<file path="config.mk">
export PLATFORM = sky130hd
export DESIGN_NAME = wb_arbiter_flat
export DESIGN_NICKNAME = d
export VERILOG_FILES = /design/src/rtl/datapath_pkg.sv /design/src/rtl/wb_arbiter_pkg.sv /design/src/rtl/wb_arbiter_if.sv /design/src/rtl/wb_arbiter_rr.sv /design/src/rtl/wb_arbiter.sv /design/src/flat_wrapper.sv
export SDC_FILE = /design/constraint.sdc
export NUM_CORES = 1
export LEC_CHECK = 0
export ABC_AREA = 0
export BUFFER_PORTS_ARGS = -buffer_cell sky130_fd_sc_hd__buf_4
export CAP_MARGIN = 15
export CORE_AREA = 10 10 126 128
export DETAILED_ROUTE_END_ITERATION = 16
export DIE_AREA = 0 0 136 138
export PLACE_DENSITY_LB_ADDON = 0.3
export SYNTH_ARGS = -nofsm -noshare
export SYNTH_HDL_FRONTEND = slang
export SYNTH_SLANG_ARGS = --single-unit
</file>
<file path="constraint.sdc">
create_clock -name CLK -period 2.46 [get_ports CLK]
set_input_delay 0.246 -clock CLK [delete_from_list [all_inputs] [get_ports CLK]]
set_output_delay 0.246 -clock CLK [all_outputs]
set_load 0.03 [all_outputs]
</file>
<file path="src/rtl/datapath_pkg.sv">
// Shared datapath types: register/word widths, scalar FU indices, writeback request and result records.
package datapath_pkg;

    typedef logic [4:0]  regbits_t;
    typedef logic [31:0] word_t;

    typedef enum logic [1:0] {
        FU_S_ALU    = 2'd0,
        FU_S_LD_ST  = 2'd1,
        FU_S_BRANCH = 2'd2
    } fu_scalar_t;

    localparam int unsigned WB_NREQ = 3;

    typedef struct packed {
        logic     wen;
        regbits_t rd;
        word_t    data;
        logic     is_load;
    } wb_req_t;

    typedef struct packed {
        logic     s_rw_en;
        regbits_t s_rw;
        word_t    s_wdata;
        logic     load_done;
        logic     alu_done;
    } wb_t;

endpackage

</file>
<file path="src/rtl/wb_arbiter_pkg.sv">
// Writeback-arbiter local constants layered on datapath_pkg.
package wb_arbiter_pkg;
    import datapath_pkg::*;

    localparam int unsigned WB_SRC_W = 2;
    localparam int unsigned LDST_IDX = 1;

endpackage

</file>
<file path="src/rtl/wb_arbiter_if.sv">
// Writeback request/result bundle between scalar FUs (master) and wb_arbiter (slave).
interface wb_arbiter_if #(
    parameter int unsigned NREQ = 3
);
    import datapath_pkg::*;

    logic [NREQ-1:0]          req_valid;
    wb_req_t [NREQ-1:0]       req;
    logic [NREQ-1:0]          req_ready;
    logic                     wb_valid;
    logic [1:0]               wb_src;
    wb_t                      wb;

    modport master (
        output req_valid, req,
        input  req_ready, wb_valid, wb_src, wb
    );

    modport slave (
        input  req_valid, req,
        output req_ready, wb_valid, wb_src, wb
    );

endinterface

</file>
<file path="src/rtl/wb_arbiter_rr.sv">
// Round-robin arbiter (module rr_arbiter): one-hot grant from req, pointer advances past the winner when en.
module rr_arbiter #(
    parameter int unsigned NREQ = 3
) (
    input  logic            CLK,
    input  logic            nRST,
    input  logic [NREQ-1:0] req,
    input  logic            en,
    output logic [NREQ-1:0] grant
);
    localparam int unsigned PW = (NREQ > 1) ? $clog2(NREQ) : 1;

    logic [PW-1:0] ptr;
    logic [PW-1:0] ptr_next;
    logic          found;
    int unsigned   target;

    always_comb begin
        grant  = '0;
        found  = 1'b0;
        target = 0;
        for (int unsigned k = 0; k < NREQ; k++) begin
            target = 32'(ptr) + k;
            if (target >= NREQ) target = target - NREQ;
            for (int unsigned i = 0; i < NREQ; i++) begin
                if (!found && req[i] && (i == target)) begin
                    grant[i] = 1'b1;
                    found    = 1'b1;
                end
            end
        end
    end

    always_comb begin
        ptr_next = ptr;
        for (int unsigned i = 0; i < NREQ; i++) begin
            if (grant[i]) ptr_next = (i + 1 == NREQ) ? '0 : PW'(i + 1);
        end
    end

    always_ff @(posedge CLK) begin
        if (!nRST)                ptr <= '0;
        else if (en && |grant)    ptr <= ptr_next;
    end

endmodule

</file>
<file path="src/rtl/wb_arbiter.sv">
// Scalar writeback arbiter: one hold buffer per FU, one registered writeback per cycle.
// Optional macro WB_ARB_LD_PRIO_EN gives FU_S_LD_ST absolute priority over the round-robin.
module wb_arbiter
    import datapath_pkg::*;
    import wb_arbiter_pkg::*;
#(
    parameter int unsigned NREQ = 3
) (
    input  logic          CLK,
    input  logic          nRST,
    wb_arbiter_if.slave   bus
);
    logic [NREQ-1:0] hold_valid;
    wb_req_t         hold [NREQ];
    logic [NREQ-1:0] grant;
    logic [NREQ-1:0] rr_req;
    logic [NREQ-1:0] rr_grant;
    logic            rr_en;
    wb_req_t         sel;
    logic [1:0]      src_next;
    wb_t             wb_next;

`ifdef WB_ARB_LD_PRIO_EN
    // Load/store is pulled out of the rotation; the pointer only moves on ALU/BRANCH grants.
    always_comb begin
        rr_req           = hold_valid;
        rr_req[LDST_IDX] = 1'b0;
        rr_en            = !hold_valid[LDST_IDX];
        grant            = rr_grant;
        if (hold_valid[LDST_IDX]) begin
            grant           = '0;
            grant[LDST_IDX] = 1'b1;
        end
    end
`else
    always_comb begin
        rr_req = hold_valid;
        rr_en  = 1'b1;
        grant  = rr_grant;
    end
`endif

    rr_arbiter #(.NREQ(NREQ)) u_rr (
        .CLK   (CLK),
        .nRST  (nRST),
        .req   (rr_req),
        .en    (rr_en),
        .grant (rr_grant)
    );

    assign bus.req_ready = ~hold_valid | grant;

    always_comb begin
        sel      = '0;
        src_next = '0;
        wb_next  = '0;
        for (int unsigned i = 0; i < NREQ; i++) begin
            if (grant[i]) begin
                sel      = hold[i];
                src_next = 2'(i);
            end
        end
        if (|grant) begin
            wb_next.s_rw_en   = sel.wen & (sel.rd != '0);
            wb_next.s_rw      = sel.rd;
            wb_next.s_wdata   = sel.data;
            wb_next.alu_done  = (src_next == FU_S_ALU);
            wb_next.load_done = (src_next == FU_S_LD_ST) & sel.is_load;
        end
    end

    // A refill in the grant cycle overrides the clear, so the drained slot never goes empty.
    always_ff @(posedge CLK) begin
        if (!nRST) begin
            hold_valid   <= '0;
            bus.wb_valid <= 1'b0;
            bus.wb_src   <= '0;
            bus.wb       <= '0;
            for (int unsigned i = 0; i < NREQ; i++) hold[i] <= '0;
        end else begin
            for (int unsigned i = 0; i < NREQ; i++) begin
                if (bus.req_valid[i] && bus.req_ready[i]) begin
                    hold_valid[i] <= 1'b1;
                    hold[i]       <= bus.req[i];
                end else if (grant[i]) begin
                    hold_valid[i] <= 1'b0;
                end
            end
            bus.wb_valid <= |grant;
            bus.wb_src   <= src_next;
            bus.wb       <= wb_next;
        end
    end

endmodule

</file>
<file path="src/flat_wrapper.sv">
// flat-port wrapper written by rule: the top's interface ports become plain ports
module wb_arbiter_flat import datapath_pkg::*; import wb_arbiter_pkg::*;
#(
    parameter int unsigned NREQ = 3
)
  (CLK, nRST, bus_req_valid, bus_req, bus_req_ready, bus_wb_valid, bus_wb_src, bus_wb);
  wb_arbiter_if #(.NREQ(NREQ)) bus_i ();
  input  logic CLK;
  input  logic nRST;
  input wire logic [$bits(bus_i.req_valid)-1:0] bus_req_valid;
  input wire logic [$bits(bus_i.req)-1:0] bus_req;
  output wire logic [$bits(bus_i.req_ready)-1:0] bus_req_ready;
  output wire logic [$bits(bus_i.wb_valid)-1:0] bus_wb_valid;
  output wire logic [$bits(bus_i.wb_src)-1:0] bus_wb_src;
  output wire logic [$bits(bus_i.wb)-1:0] bus_wb;
  assign bus_i.req_valid = bus_req_valid;
  assign bus_i.req = bus_req;
  assign bus_req_ready = bus_i.req_ready;
  assign bus_wb_valid = bus_i.wb_valid;
  assign bus_wb_src = bus_i.wb_src;
  assign bus_wb = bus_i.wb;
  wb_arbiter #(.NREQ(NREQ)) u_core (.CLK(CLK), .nRST(nRST), .bus(bus_i));
endmodule
</file>
* After elaboration in Yosys (flattened, before gate mapping)
Memories as Yosys holds them, arrays and structs flattened.
Index checks and enable logic that the tools add are counted.
** Operators by class
- Bitwise operators :: 7
- Mux-type cells :: 46
- Eq/ne operators :: 7
- Reductions and logical operators :: 40
- Add/sub/neg operators :: 5
- Magnitude comparators :: 3
** Operators by type and width (count)
- $mux 39 :: 6
- $eq 1x32->1 const A :: 3
- $eq 2x32->1 const A :: 3
- $logic_not 32->1 :: 3
- $mux 32 :: 3
- $mux 1 :: 33
- $logic_and 1x1->1 :: 20
- $logic_not 1->1 :: 8
- $mux 2 :: 4
- $sub 3x2->4 const B :: 2
- $ge 3x2->1 const B :: 2
- $reduce_bool 2->1 :: 3
- $reduce_bool 5->1 :: 1
- $reduce_and 2->1 :: 2
- $add 2x1->3 const B :: 1
- $add 2x2->3 const B :: 1
- $not 3->3 :: 1
- $or 1x1->1 :: 3
- $or 3x3->3 :: 1
- $reduce_bool 3->1 :: 1
- $reduce_or 3->1 :: 1
- $sub 2x2->3 const B :: 1
- $and 1x1->1 :: 2
- $eq 2x1->1 const B :: 1
- other kinds (2) :: 2
** Word-level totals
- Input port bits :: 122
- Word-level logic and storage cells :: 120
- Memories :: 1
- Bits in writable memories :: 117
- Register bits :: 48
** Memories
- u_core.hold :: depth 3, width 39, rd ports 3, clocked after memory_dff 0, write ports 3, RTL line wb_arbiter.sv:14 : wb_req_t hold [NREQ];

* Longest topological paths before layout
- Word-level depth :: 43
- Depth in mapped cells :: 10
- Gate-level depth less buffers :: 8

* Hierarchy
Synthesis repeated with hierarchy kept, for this count alone.
** Second synthesis, totals
- Cells, all modules :: 477
- Area, all modules :: 6289.8 sq um
** Modules (own cells, without submodules)
- wb_arbiter :: area each 6077.1 sq um, times used 1, cells an instance 453
- rr_arbiter :: area each 212.7 sq um, times used 1, cells an instance 24

* Worst setup path after synthesis
No wires, ideal clock.
- Kind :: reg-to-reg
- From :: reg u_core.u_rr.ptr[0]
- To :: mem u_core.hold[0][100] (netlist bit) (enable)
- Stages on the path, launching flop included :: 8
- Clock period less this slack :: 2.673 ns
- Arrival time :: 2.156 ns
- Setup slack :: -0.213 ns
- Cells stage by stage :: dfxtp_1 inv_1 ha_1 or3_1 o2111a_2 nand2b_4 nand2_2 nand2_1
** RTL lines
- from (decl) :: RTL line wb_arbiter_rr.sv:13 : logic [PW-1:0] ptr;
- from (signal assigned) :: RTL line wb_arbiter_rr.sv:43 : else if (en && |grant) ptr <= ptr_next;
- to (decl) :: RTL line wb_arbiter.sv:14

* Worst setup path after layout
- From :: reg u_core.u_rr.ptr[0]
- To :: out bus_req_ready[0]
** On the way
- Cells in the longest elaborated chain, start to end :: 30
** RTL lines
- $sub 2x2->3 / $ge 2x2->1 (equally long branches) :: RTL line wb_arbiter_rr.sv:24 : if (target >= NREQ) target = target - NREQ;
- $mux 32 :: RTL line wb_arbiter_rr.sv:24
- $logic_not 32->1 :: RTL line wb_arbiter_rr.sv:26 : if (!found && req[i] && (i == target)) begin
- $logic_and 1x1->1 :: RTL line wb_arbiter_rr.sv:26
- $mux 1 :: RTL line wb_arbiter_rr.sv:26
- $logic_not 1->1 :: RTL line wb_arbiter_rr.sv:26
- $logic_and 1x1->1 (2 in series) :: RTL line wb_arbiter_rr.sv:26
- $mux 1 :: RTL line wb_arbiter_rr.sv:26
- [... 11 more ...]
- $mux 1 :: RTL line wb_arbiter_rr.sv:26
- $logic_not 1->1 :: RTL line wb_arbiter_rr.sv:26
- $logic_and 1x1->1 (2 in series) :: RTL line wb_arbiter_rr.sv:26
- $mux 1 :: RTL line wb_arbiter_rr.sv:26
- $logic_not 1->1 :: RTL line wb_arbiter_rr.sv:26
- $logic_and 1x1->1 (2 in series) :: RTL line wb_arbiter_rr.sv:26
- $mux 1 * :: RTL line wb_arbiter_rr.sv:26
- $or 3x3->3 * :: RTL line wb_arbiter.sv:51 : assign bus.req_ready = ~hold_valid | grant;
- to (decl) :: RTL line flat_wrapper.sv:12 : output wire logic [$bits(bus_i.req_ready)-1:0] bus_req_ready;
Every way passes the cells marked *; elsewhere a longest branch is shown, timed or not.

==> qor.csv <==
stage;metric;value;unit
outcome;status;finished clean;
global_routing;GRT overflow;0;
synth;synthesized net count;567;
floorplan;CORE AREA;0.0135;mm^2
synth;count of cell types in the netlist;36;
cts;CTS Buf Count;17;
global_routing;vias in the first global route;4565;
synth;top cells by area, synth;edfxtp_1 56%, dfxtp_1 16%, and3_1 12%, a222oi_1 5.8%, nor2_1 2.2%;
synth;post-synthesis sequential area ratio;71.3;%
critical_path;Crit path max-delay family;compound AO/OA/AOI/OAI gates;
cts;CTS Sinks;163;
power;Max IR drop VDD;0.458;mV
cts;CTS Root Cell;clkbuf_16;
route;routed len/inst;20.9;um
sta;Fmax;423;MHz
hold_path;worst hold start;bus_req_valid[0];
sta;setup violators final;0;
critical_path;crit start category;flip-flop;
global_routing;first-pass GRT wire length;24400;um
critical_path;FF-to-FF End;u_core.hold[0][3]$_SDFFCE_PN0P_;
route;DR vias/cell;5.47;
sta;Slew @ Worst Pin;0.408;ns
hold_path;worst hold endpoint;u_core.hold_valid[0]$_SDFFE_PN0P_;
place;hpwl dp;10100;um
synth;prevailing post-synth register cell;edfxtp_1;
floorplan;chip height;138;um
cts;Clock Tree Buf Depth;2;
critical_path;Crit path largest cell delay;0.36;ns
place;placed insts;761;
route;routed wire length;16700;um
synth;synth warn;0;
floorplan;starting density of the core;45.8;%
critical_path;Worst Path Arrival;2.12;ns
cts;TritonCTS clock tree;yes;
synth;Post-Syn Area;0.00619;mm^2
critical_path;R2R setup slack;0.10;ns
critical_path;WS Path Type;reg2out;
route;DRT iter0 DRCs;515;
power;LEAKAGE;3.77;nW
synth;Synth top cells by count;119 x and3_1, 115 x edfxtp_1, 48 x dfxtp_1;
sta;Final Critical Period;2.37;ns
place;routability cong.;0.769;
synth;leading area contributor after synthesis;edfxtp_1;
cts;clk slew on worst S/H paths;0.06;ns
layout;Post-Layout Cell Count;801;
critical_path;crit path cell chain;inv_1 -> ha_1 -> nor2b_4 -> a21oi_1 -> o31ai_4 -> buf_12 -> nand2b_1 -> buf_4;
layout;post-route cell area;0.00840;mm^2
synth;most frequent cell after synthesis;and3_1;
floorplan;Die X;136;um
layout;area grow syn2layout;35.7;%
route;DR vias;4378;
hold_path;hold crit path type;in2reg;
critical_path;Crit path depth;8;
floorplan;Cell Rows;43;
sta;Setup Skew;0.00516;ns
job;Max Cap Viol;0;
place;IO buf count;165;
critical_path;CP startpoint;u_core.u_rr.ptr[0]$_SDFFE_PN0P_;
layout;# diodes;0;
global_routing;largest net degree at the start of global routing;80;
cts;CTS H-tree lvls;4;
hold_path;worst hold stages;3;
critical_path;Worst EP required;2.21;ns
layout;Final nets;732;
synth;ys async rst share;0;%
global_routing;Total Routing Usage GR;16.6;%
global_routing;initial antenna violation count;0;
power;Pwr Density;851;mW/mm^2
critical_path;Reg2Reg Depth;9;
sta;Final Hold Vio Count;0;
synth;#FFs+latches synth;163;
synth;Post-synth EDFFs;115;
critical_path;R2R Path Start;u_core.u_rr.ptr[0]$_SDFFE_PN0P_;
route;post-route ant nets;0;
layout;share of post-route cells with drive strength above 1;37.4;%
sta;max-slew violation count;0;
critical_path;Worst Path Max Fanout;11;
synth;area share of the largest cell type after synthesis;55.8;%
cts;worst-skew pair later-pin latency;0.42;ns
route;DRT Pass-1 Iters;7;
critical_path;Critical-path top delay cell;o31ai_4;
sta;Final period util;96.2;%
sta;slew margin rel.;72.8;%
floorplan;DIE AREA;0.0188;mm^2
floorplan;I/O pin total;168;
cts;hold buffer count at CTS;0;
synth;Mapped Cells;443;
critical_path;Worst Setup End Kind;output pin;
place;Post-DP Area;0.00767;mm^2
critical_path;worst path bufs/invs;3;
synth;syn avg cell area;14.0;um^2
route;DRC viols;0;
[worst max path at each step]
stage / endpoint / slack, ns
finish: bus_req_ready[0] / 0.09
detailed placement: u_core.hold[0][3]$_SDFFCE_PN0P_ / 0.13
CTS: bus_req_ready[1] / 0.02
global placement: u_core.hold[0][1]$_SDFFCE_PN0P_ / 0.17
global route: bus_req_ready[0] / -0.03
floorplan: u_core.hold[0][39]$_SDFFCE_PN0P_ / 0.008
[routing by layer]
metal,up-vias,part of all wire (%),track usage (%)
met5,-,0,0
met4,0,1.4,5.27
met3,19,9.2,6.56
met2,202,48,26.5
met1,2113,41,20.2
li1,2044,-,-
[cell usage in the layout, fill, tap and decap left out, types with 4 or more instances in the layout]
cell         n
buf_4      177
and3_1     119
edfxtp_1   115
dfxtp_1     48
a222oi_1    36
nor2_1      36
clkbuf_16   21
buf_12       7
inv_1        6
nand2_2      4
clkbuf_1     4
[what timing repair did]
action	in CTS	in global routing
setup buffers	0	4
resized for setup	0	3
endpoints found under the setup margin	0	2
[sequential cells by signal, indices dropped and copies added (netlist names)]
register	flops
u_core.bus.wb	40
u_core.u_rr.ptr	2
u_core.hold_valid	3
u_core.bus.wb_valid	1
u_core.bus.wb_src	2
u_core.hold	115
[per-stage QoR]
stage	TNS [ns]	utilization, %	worst slack, ns	hold slack (ns)	total power, mW
3_5_place_dp	0	56.8	0.129	0.476	4.51
3_3_place_gp	0	56.8	0.171	0.464	4.48
2_1_floorplan	0	-	0.00785	0.385	4.01
4_1_cts	0	61.2	0.0230	0.0813	7.09
5_1_grt	-0.0306	62.2	-0.0262	0.0867	7.42
6_report	0	62.2	0.0938	0.0948	7.15
[area by class of cell]
type	instances	area, um^2
Fill cell	1058	5110
Sequential cell	163	4410
Multi-Input combinational cell	229	1570
Timing Repair Buffer	188	1570
Clock buffer	24	482
Tap cell	180	225
Clock inverter	8	101
Inverter	9	33.8
[kinds of logic after synthesis]
kind of cell               count (synthesis)  share of synthesized area [%]
DFF                                      163                           71.3
muxes                                      1                          0.162
AOI/OAI and AO/OA                         54                           8.39
adders and majority gates                  2                          0.404
and+or+nand+nor                          172                           15.9
buffers and inverters                     51                           3.78
[power by group]
group	internal (mW)	switching (mW)
clock network	1.58	1.02
logic	0.543	0.686
registers	3.24	0.0846
total	5.36	1.79
[worst reg2reg max path: stages (launching register included)]
cell,delay (ns)
dfxtp_1,0.36
inv_1,0.06
ha_1,0.32
or3_1,0.35
o2111a_2,0.18
nand2b_4,0.15
nand2_2,0.12
nand3_4,0.10
buf_4,0.25
and3_1,0.23
No activity file was read; power rests on OpenSTA's default activity.
